==> src/rtl/imu_burst_reader.sv <==
// SPI IMU front end: wakes the sensor, checks its identity, then burst-reads
// 16-bit big-endian words on a timer or data-ready trigger and publishes the kept channels.

module imu_spi_master #(
  parameter int CLK_DIV = 5
) (
  input  logic       clk,
  input  logic       rst_n,
  input  logic       start,
  input  logic [7:0] data_in,
  input  logic       miso,
  output logic       mosi,
  output logic       sclk,
  output logic       busy,
  output logic       done,
  output logic [7:0] data_out
);
  logic [15:0] div_cnt;
  logic [2:0]  bit_cnt;
  logic [7:0]  tx_sh;

  assign mosi = tx_sh[7];

  // SPI mode 0, MSB first: MISO sampled on rising SCLK, MOSI advanced on falling SCLK.
  always_ff @(posedge clk or negedge rst_n) begin
    if (!rst_n) begin
      div_cnt  <= '0;
      bit_cnt  <= '0;
      tx_sh    <= '0;
      sclk     <= 1'b0;
      busy     <= 1'b0;
      done     <= 1'b0;
      data_out <= '0;
    end else begin
      done <= 1'b0;
      if (!busy) begin
        if (start) begin
          busy    <= 1'b1;
          tx_sh   <= data_in;
          div_cnt <= '0;
          bit_cnt <= '0;
        end
      end else if (div_cnt == 16'(CLK_DIV - 1)) begin
        div_cnt <= '0;
        sclk    <= ~sclk;
        if (!sclk) begin
          data_out <= {data_out[6:0], miso};
        end else begin
          tx_sh   <= {tx_sh[6:0], 1'b0};
          bit_cnt <= bit_cnt + 3'd1;
          if (bit_cnt == 3'd7) begin
            busy <= 1'b0;
            done <= 1'b1;
          end
        end
      end else begin
        div_cnt <= div_cnt + 16'd1;
      end
    end
  end
endmodule

module imu_burst_reader #(
  parameter int                     CLK_DIV     = 5,
  parameter int                     NUM_CH      = 6,
  parameter int                     BURST_WORDS = 7,
  parameter logic [BURST_WORDS-1:0] SKIP_MASK   = 7'h08,
  parameter logic [7:0]             START_ADDR  = 8'h3B,
  parameter logic [7:0]             PWR_ADDR    = 8'h6B,
  parameter logic [7:0]             PWR_VAL     = 8'h00,
  parameter logic [7:0]             ID_ADDR     = 8'h75,
  parameter logic [7:0]             ID_VAL      = 8'h70,
  parameter int                     MAX_RETRY   = 3,
  parameter int                     INIT_WAIT   = 100000,
  parameter int                     SAMPLE_DIV  = 100000,
  parameter int                     CS_GAP      = 4
) (
  input  logic                 clk,
  input  logic                 rst_n,
  input  logic                 enable,
  input  logic                 drdy_mode,
  input  logic                 drdy,
  input  logic                 spi_miso,
  output logic                 spi_mosi,
  output logic                 spi_sclk,
  output logic                 spi_cs_n,
  output logic [NUM_CH*16-1:0] data,
  output logic                 valid,
  output logic [15:0]          sample_cnt,
  output logic                 ready,
  output logic                 overrun,
  output logic                 fault
);
  localparam logic [4:0]  LAST_BURST = 5'(2 * BURST_WORDS);
  localparam logic [15:0] SKIP16     = 16'(SKIP_MASK);
  localparam logic [3:0]  RETRY_MAX  = 4'(MAX_RETRY);
  localparam int          SW         = (NUM_CH > 1) ? $clog2(NUM_CH) : 1;

  typedef enum logic [2:0] {
    S_WAIT, S_WAKE, S_IDCHK, S_IDLE, S_BURST, S_COMMIT, S_GAP, S_FAULT
  } state_t;

  state_t        state, state_next;
  logic          spi_start, spi_busy, spi_done;
  logic [7:0]    spi_tx, spi_rx;
  logic          xfer, gap_to_id, mode_q, mode_chg, tick, trig, pend;
  logic          capture_lo, keep;
  logic [4:0]    byte_idx, byte_last, wrd;
  logic [31:0]   cnt, timer;
  logic [3:0]    retries;
  logic [2:0]    drdy_sync;
  logic [7:0]    hi_byte;
  logic [SW-1:0] slot;
  logic [15:0]   shadow [NUM_CH];

  imu_spi_master #(.CLK_DIV(CLK_DIV)) u_spi (
    .clk(clk), .rst_n(rst_n), .start(spi_start), .data_in(spi_tx), .miso(spi_miso),
    .mosi(spi_mosi), .sclk(spi_sclk), .busy(spi_busy), .done(spi_done), .data_out(spi_rx)
  );

  assign mode_chg   = (drdy_mode != mode_q);
  assign tick       = ready && (timer == 32'(SAMPLE_DIV - 1));
  assign trig       = ready && enable && (mode_q ? (drdy_sync[1] && !drdy_sync[2]) : tick);
  assign wrd        = byte_idx - 5'd1;
  assign capture_lo = (state == S_BURST) && xfer && spi_done && (byte_idx != 5'd0) && wrd[0];
  assign keep       = !SKIP16[wrd[4:1]];

  always_comb begin
    state_next = state;
    spi_start  = 1'b0;
    spi_tx     = 8'h00;
    byte_last  = LAST_BURST;
    case (state)
      S_WAIT:   if (cnt == 32'(INIT_WAIT - 1)) state_next = S_WAKE;
      S_WAKE, S_IDCHK, S_BURST: begin
        if (state != S_BURST) byte_last = 5'd1;
        spi_start = !xfer && !spi_busy;
        if (byte_idx == 5'd0)
          spi_tx = (state == S_WAKE)  ? PWR_ADDR :
                   (state == S_IDCHK) ? (ID_ADDR | 8'h80) : (START_ADDR | 8'h80);
        else if (state == S_WAKE)
          spi_tx = PWR_VAL;
        if (xfer && spi_done && byte_idx == byte_last) begin
          if (state == S_WAKE)          state_next = S_GAP;
          else if (state == S_BURST)    state_next = S_COMMIT;
          else if (spi_rx == ID_VAL)    state_next = S_GAP;
          else if (retries == RETRY_MAX) state_next = S_FAULT;
          else                          state_next = S_WAIT;
        end
      end
      S_COMMIT: state_next = S_GAP;
      S_GAP:    if (cnt == 32'(CS_GAP - 1)) state_next = gap_to_id ? S_IDCHK : S_IDLE;
      S_IDLE:   if (!mode_chg && enable && (pend || trig)) state_next = S_BURST;
      S_FAULT:  state_next = S_FAULT;
      default:  state_next = S_WAIT;
    endcase
  end

  always_ff @(posedge clk or negedge rst_n) begin
    if (!rst_n) begin
      state      <= S_WAIT;
      cnt        <= '0;
      timer      <= '0;
      xfer       <= 1'b0;
      byte_idx   <= '0;
      retries    <= '0;
      gap_to_id  <= 1'b0;
      drdy_sync  <= '0;
      mode_q     <= 1'b0;
      pend       <= 1'b0;
      slot       <= '0;
      spi_cs_n   <= 1'b1;
      data       <= '0;
      valid      <= 1'b0;
      sample_cnt <= '0;
      ready      <= 1'b0;
      overrun    <= 1'b0;
      fault      <= 1'b0;
    end else begin
      state     <= state_next;
      cnt       <= (state_next != state) ? '0 : cnt + 32'd1;
      spi_cs_n  <= !(state_next inside {S_WAKE, S_IDCHK, S_BURST});
      valid     <= 1'b0;
      drdy_sync <= {drdy_sync[1:0], drdy};
      if (ready) timer <= tick ? '0 : timer + 32'd1;
      if (spi_start)     xfer <= 1'b1;
      else if (spi_done) xfer <= 1'b0;
      if (state_next != state)      byte_idx <= '0;
      else if (xfer && spi_done)    byte_idx <= byte_idx + 5'd1;
      if (state_next == S_GAP && state != S_GAP) gap_to_id <= (state == S_WAKE);
      if (state == S_IDCHK && state_next == S_GAP)  ready   <= 1'b1;
      if (state == S_IDCHK && state_next == S_WAIT) retries <= retries + 4'd1;
      if (state_next == S_FAULT) begin
        fault <= 1'b1;
        ready <= 1'b0;
      end
      // At most one trigger is held while a burst runs; a second one is an overrun.
      if (state == S_IDLE) begin
        if (mode_chg) begin
          mode_q <= drdy_mode;
          pend   <= 1'b0;
        end else if (state_next == S_BURST) begin
          pend <= pend && trig;
        end
      end else if ((state inside {S_BURST, S_COMMIT, S_GAP}) && trig) begin
        if (pend) overrun <= 1'b1;
        else      pend    <= 1'b1;
      end
      if (state != S_BURST)       slot <= '0;
      else if (capture_lo && keep) slot <= slot + 1'b1;
      if (state == S_COMMIT) begin
        valid      <= 1'b1;
        sample_cnt <= sample_cnt + 16'd1;
        for (int i = 0; i < NUM_CH; i++) data[i*16 +: 16] <= shadow[i];
      end
    end
  end

  // Burst words assemble in the shadow bank; data only sees complete bursts.
  always_ff @(posedge clk) begin
    if ((state == S_BURST) && xfer && spi_done && (byte_idx != 5'd0)) begin
      if (!wrd[0])   hi_byte      <= spi_rx;
      else if (keep) shadow[slot] <= {hi_byte, spi_rx};
    end
  end

  always_ff @(posedge clk)
    assert ($countones(~SKIP_MASK) == NUM_CH) else $error("SKIP_MASK keeps the wrong number of words");
endmodule
==> config.mk <==
export PLATFORM = sky130hd
export DESIGN_NAME = imu_burst_reader
export DESIGN_NICKNAME = d
export VERILOG_FILES = /design/src/rtl/imu_burst_reader.sv
export SDC_FILE = /design/constraint.sdc
export NUM_CORES = 1
export LEC_CHECK = 0
export BUFFER_PORTS_ARGS = -buffer_cell sky130_fd_sc_hd__buf_2
export CAP_MARGIN = 20
export CELL_PAD_IN_SITES_DETAIL_PLACEMENT = 1
export CELL_PAD_IN_SITES_GLOBAL_PLACEMENT = 2
export CORE_MARGIN = 2
export CORE_UTILIZATION = 35
export CTS_BUF_LIST = sky130_fd_sc_hd__clkbuf_4 sky130_fd_sc_hd__clkbuf_8
export DETAILED_ROUTE_END_ITERATION = 7
export GPL_ROUTABILITY_DRIVEN = 1
export PLACE_DENSITY_LB_ADDON = 0.1
export SLEW_MARGIN = 0
export SYNTH_ARGS = -nofsm -noshare
export SYNTH_HDL_FRONTEND = slang
export SYNTH_SLANG_ARGS = --single-unit
==> constraint.sdc <==
create_clock -name clk -period 4.1 [get_ports clk]
set_clock_uncertainty 0.15 [all_clocks]
set_input_delay 0.41 -clock clk [delete_from_list [all_inputs] [get_ports clk]]
set_output_delay 0.41 -clock clk [all_outputs]
set_load 0.1 [all_outputs]
==> run_summary.xml <==
<?xml version="1.0" encoding="UTF-8"?>
<metrics>
  <group name="status">
    <metric name="outcome" unit="">complete, no violations</metric>
  </group>
  <group name="clock_tree">
    <metric name="cts.path.max_buffers" unit="">3</metric>
    <metric name="clock_tree.htree_level_count" unit="">3</metric>
    <metric name="cts_root_buffer" unit="">clkbuf_8</metric>
    <metric name="clock_edge_transition_at_the_registers_on_the_reported_setup_and_hold_paths" unit="ns">0.05</metric>
    <metric name="cts_repair_resize_count" unit="">0</metric>
    <metric name="clk_latency" unit="ns">0.61</metric>
    <metric name="numCtsBuffers" unit="">66</metric>
    <metric name="tritoncts_clock_tree" unit="">done</metric>
    <metric name="cts.sinks" unit="">345</metric>
    <metric name="post-cts-setup-buffer-count" unit="">0</metric>
  </group>
  <group name="finish">
    <metric name="final_common_cell" unit="">nand2_1</metric>
    <metric name="antennaDiodeCount" unit="">0</metric>
    <metric name="nets" unit="">1420</metric>
    <metric name="area.growth.synth_to_final" unit="%">18.5</metric>
    <metric name="final_layout_size_suffix_gt1_share" unit="%">22.2</metric>
    <metric name="instances_no_fill" unit="">1980</metric>
    <metric name="final_cell_mix" unit="">nand2_1 (368), dfrtp_1 (240), buf_2 (123)</metric>
    <metric name="filler_cell_count" unit="">4323</metric>
    <metric name="fin_area" unit="sq um">16800</metric>
  </group>
  <group name="sta">
    <metric name="timing.slew.headroom" unit="%">42.7</metric>
    <metric name="unrepaired_setup_endpoints_after_global_routing" unit="">false</metric>
    <metric name="finalCritPeriodShare" unit="%">81.8</metric>
    <metric name="timing.final.max_slew_violations" unit="">0</metric>
    <metric name="period_minus_slack" unit="ns">3.36</metric>
    <metric name="max_freq" unit="MHz">298</metric>
    <metric name="finalHoldViolCount" unit="">0</metric>
    <metric name="worstMarginPinSlew" unit="ns">0.860</metric>
    <metric name="setup_total_negative_slack" unit="ns">0</metric>
    <metric name="setup-violations-final" unit="">0</metric>
  </group>
  <group name="placed_design">
    <metric name="placed_area" unit="sq um">15500</metric>
    <metric name="hpwlAfterDp" unit="mm">22.9</metric>
    <metric name="placedCellCount" unit="">1856</metric>
    <metric name="io_buffers" unit="">124</metric>
    <metric name="gp_congestion" unit="">0.747</metric>
  </group>
  <group name="route">
    <metric name="drt_wl_total" unit="mm">35.5</metric>
    <metric name="drt_drc_violations_left" unit="">0</metric>
    <metric name="detail-route-antenna-nets" unit="">0</metric>
    <metric name="routed-via-count" unit="">9588</metric>
    <metric name="drt-initial-drc-count" unit="">440</metric>
    <metric name="wire_per_inst" unit="microns">17.9</metric>
    <metric name="detail_route.first_pass.iterations" unit="">4</metric>
    <metric name="detail_route.vias_per_cell" unit="">4.84</metric>
  </group>
  <group name="logic_synthesis">
    <metric name="syn_area" unit="sq um">14200</metric>
    <metric name="asyncSetResetFlopFracSynth" unit="%">69.9</metric>
    <metric name="synth_enable_flop_cells" unit="">104</metric>
    <metric name="synth-seq-cells" unit="">345</metric>
    <metric name="yosysSeqAreaShare" unit="%">64.5</metric>
    <metric name="ys_warn_count" unit="">0</metric>
    <metric name="syn-mean-instance-area" unit="sq um">11.5</metric>
    <metric name="synth_cells" unit="">1237</metric>
    <metric name="net_count_after_synthesis" unit="">1254</metric>
    <metric name="postSynth.topFlopCell" unit="">dfrtp_1</metric>
    <metric name="synth_cell_types" unit="">77</metric>
  </group>
  <group name="worst_setup_path">
    <metric name="endpoint_kind" unit="">flop</metric>
    <metric name="wp_data_arrival" unit="ns">3.43</metric>
    <metric name="timing.critical_path.required" unit="ns">4.17</metric>
    <metric name="timing.critical_path.slowest_stage_cell" unit="">and3_1</metric>
    <metric name="crit_path_max_incr_delay" unit="ns">0.64</metric>
    <metric name="setup.worst_path.class" unit="">reg2reg</metric>
    <metric name="worst_path_dominant_cell_family" unit="">simple AND/OR/NAND/NOR gates</metric>
    <metric name="timing.critical_path.cells" unit="">or3b_1, nand2b_1, a2111oi_4, nor2b_1, and3_1</metric>
    <metric name="crit_fanout" unit="">16</metric>
    <metric name="cp_num_buf_inv" unit="">0</metric>
    <metric name="start_kind" unit="">flop</metric>
  </group>
  <group name="power_and_ir_drop">
    <metric name="power_density" unit="nW/um^2">415</metric>
    <metric name="ir_worst_vdd" unit="mV">0.199</metric>
    <metric name="totalPowerFinal" unit="W">0.00699</metric>
    <metric name="leak_pwr" unit="nW">7.67</metric>
  </group>
  <group name="grt">
    <metric name="all_layer_gr_usage" unit="%">17.4</metric>
    <metric name="grt_overflow" unit="">0</metric>
    <metric name="grt_max_degree" unit="">100</metric>
    <metric name="number_of_antenna_violations_at_the_first_check_in_global_routing" unit="">0</metric>
    <metric name="first_global_vias" unit="">10070</metric>
    <metric name="global_route_wire_length_before_repair" unit="mm">57.2</metric>
  </group>
  <group name="floorplan">
    <metric name="chipWidth" unit="microns">205</metric>
    <metric name="die-area" unit="sq um">42200</metric>
    <metric name="placeableCoreArea" unit="sq um">39900</metric>
    <metric name="row_count" unit="">73</metric>
    <metric name="die_height" unit="microns">205</metric>
    <metric name="io_pins" unit="">125</metric>
    <metric name="effective_utilization_at_floorplan" unit="%">35.6</metric>
  </group>
  <group name="hold_path">
    <metric name="hold_path.class" unit="">in2reg</metric>
  </group>
  <group name="flow_run">
    <metric name="cap_violations" unit="">0</metric>
  </group>
</metrics>
==> cells by family (layout without fill, tap and decap cells) <==
family	after synthesis	count (layout)	share of synthesized area [%]
AND/OR/NAND/NOR	635	635	21.8
flip-flops	345	345	64.5
XOR/XNOR	87	87	5.37
AO/OA/AOI/OAI	79	79	3.99
buffers and inverters	65	283	2.11
multiplexers	15	15	1.27
adder cells (fa/ha/maj)	11	11	0.970
==> state kept, by name (all words and copies together), names as in the netlist, 4 cells and up <==
register,flops
byte_idx,5
cnt,32
data,96
hi_byte,8
retries,4
sample_cnt,16
shadow,96
timer,32
u_spi.data_out,8
u_spi.div_cnt,16
u_spi.tx_sh,8
==> worst paths after layout <==
path                            slack, ns         start            to  cells past startpoint
worst max-delay path                 0.74      state[0]  shadow[5][2]                      5
worst min-delay path                 0.15        enable       overrun                      4
worst max register to register       0.74      state[0]  shadow[5][2]                      5
worst min register to register       0.22  drdy_sync[0]  drdy_sync[1]                      0
max in group asynchronous            2.61         rst_n   byte_idx[2]                      3
min in group asynchronous            0.28         rst_n      data[25]                      2
==> cell type report <==
cell class | count | area [sq um] | area share (%)
sequential | 345 | 9160 | 54.4
tap | 525 | 657 | 3.91
clock buffer | 98 | 1170 | 6.98
multi-input combinational | 827 | 4770 | 28.3
inverter | 16 | 65.1 | 0.387
clock inverter | 22 | 141 | 0.841
timing repair buffer | 147 | 863 | 5.13
==> Yosys cell counts (all sizes together), types with 8 or more instances <==
master,count,share of area (%)
edfxtp,104,22
xnor2,57,3.5
clkbuf,31,0.83
inv,16,0.46
and3,17,0.75
nor3,55,3.1
dfrtp,240,42
nand2,370,9.8
nor4,17,0.79
o21ai,38,1.3
nand2b,10,0.44
ha,11,0.97
and4,8,0.49
nor2,51,1.4
xor2,30,1.9
buf,18,0.82
nand4,25,1.1
mux2,11,0.90
and2,8,0.35
nand3,39,1.5
==> worst min-delay path, delay by kind of cell <==
| kind | cells | cell delay, ns |
|---|---|---|
| AO/OA/AOI/OAI | 1 | 0.17 |
| buffers and inverters | 1 | 0.12 |
| AND/OR/NAND/NOR | 2 | 0.15 |
==> report_power, final <==
group / leakage [nW] / internal [W] / switching, W / total [W]
sequential: 3.97 / 0.00353 / 0.00000145 / 0.00354
clock: 0.706 / 0.00191 / 0.00148 / 0.00338
combinational: 3.00 / 0.0000120 / 0.0000535 / 0.0000655
total: 7.67 / 0.00545 / 0.00153 / 0.00699
==> stage by stage <==
stage,setup WS [ns],utilization [%],hold WS (ns)
finish,0.744,42.1,0.147
global route,0.541,42.1,0.137
floorplan,0.555,-,-0.0356
CTS,0.699,42.1,0.0987
global placement,0.827,38.7,0.182
detailed placement,0.724,38.7,0.187
==> metal layers <==
layer  track usage (%)  share of wire (%)  vias up
met5                 0                  0        -
met4              4.96                1.6        0
met3              4.12                4.7       57
met2              27.1                 46      169
met1              24.3                 48     4801
li1                  -                  -     4561
==> what timing repair did <==
action | 4_1_cts | 5_1_grt
endpoints found under the hold margin | 90 | 0
setup endpoints to repair | 0 | 0
hold buffers | 4 | 0
Power figures use the tool's default switching activity.
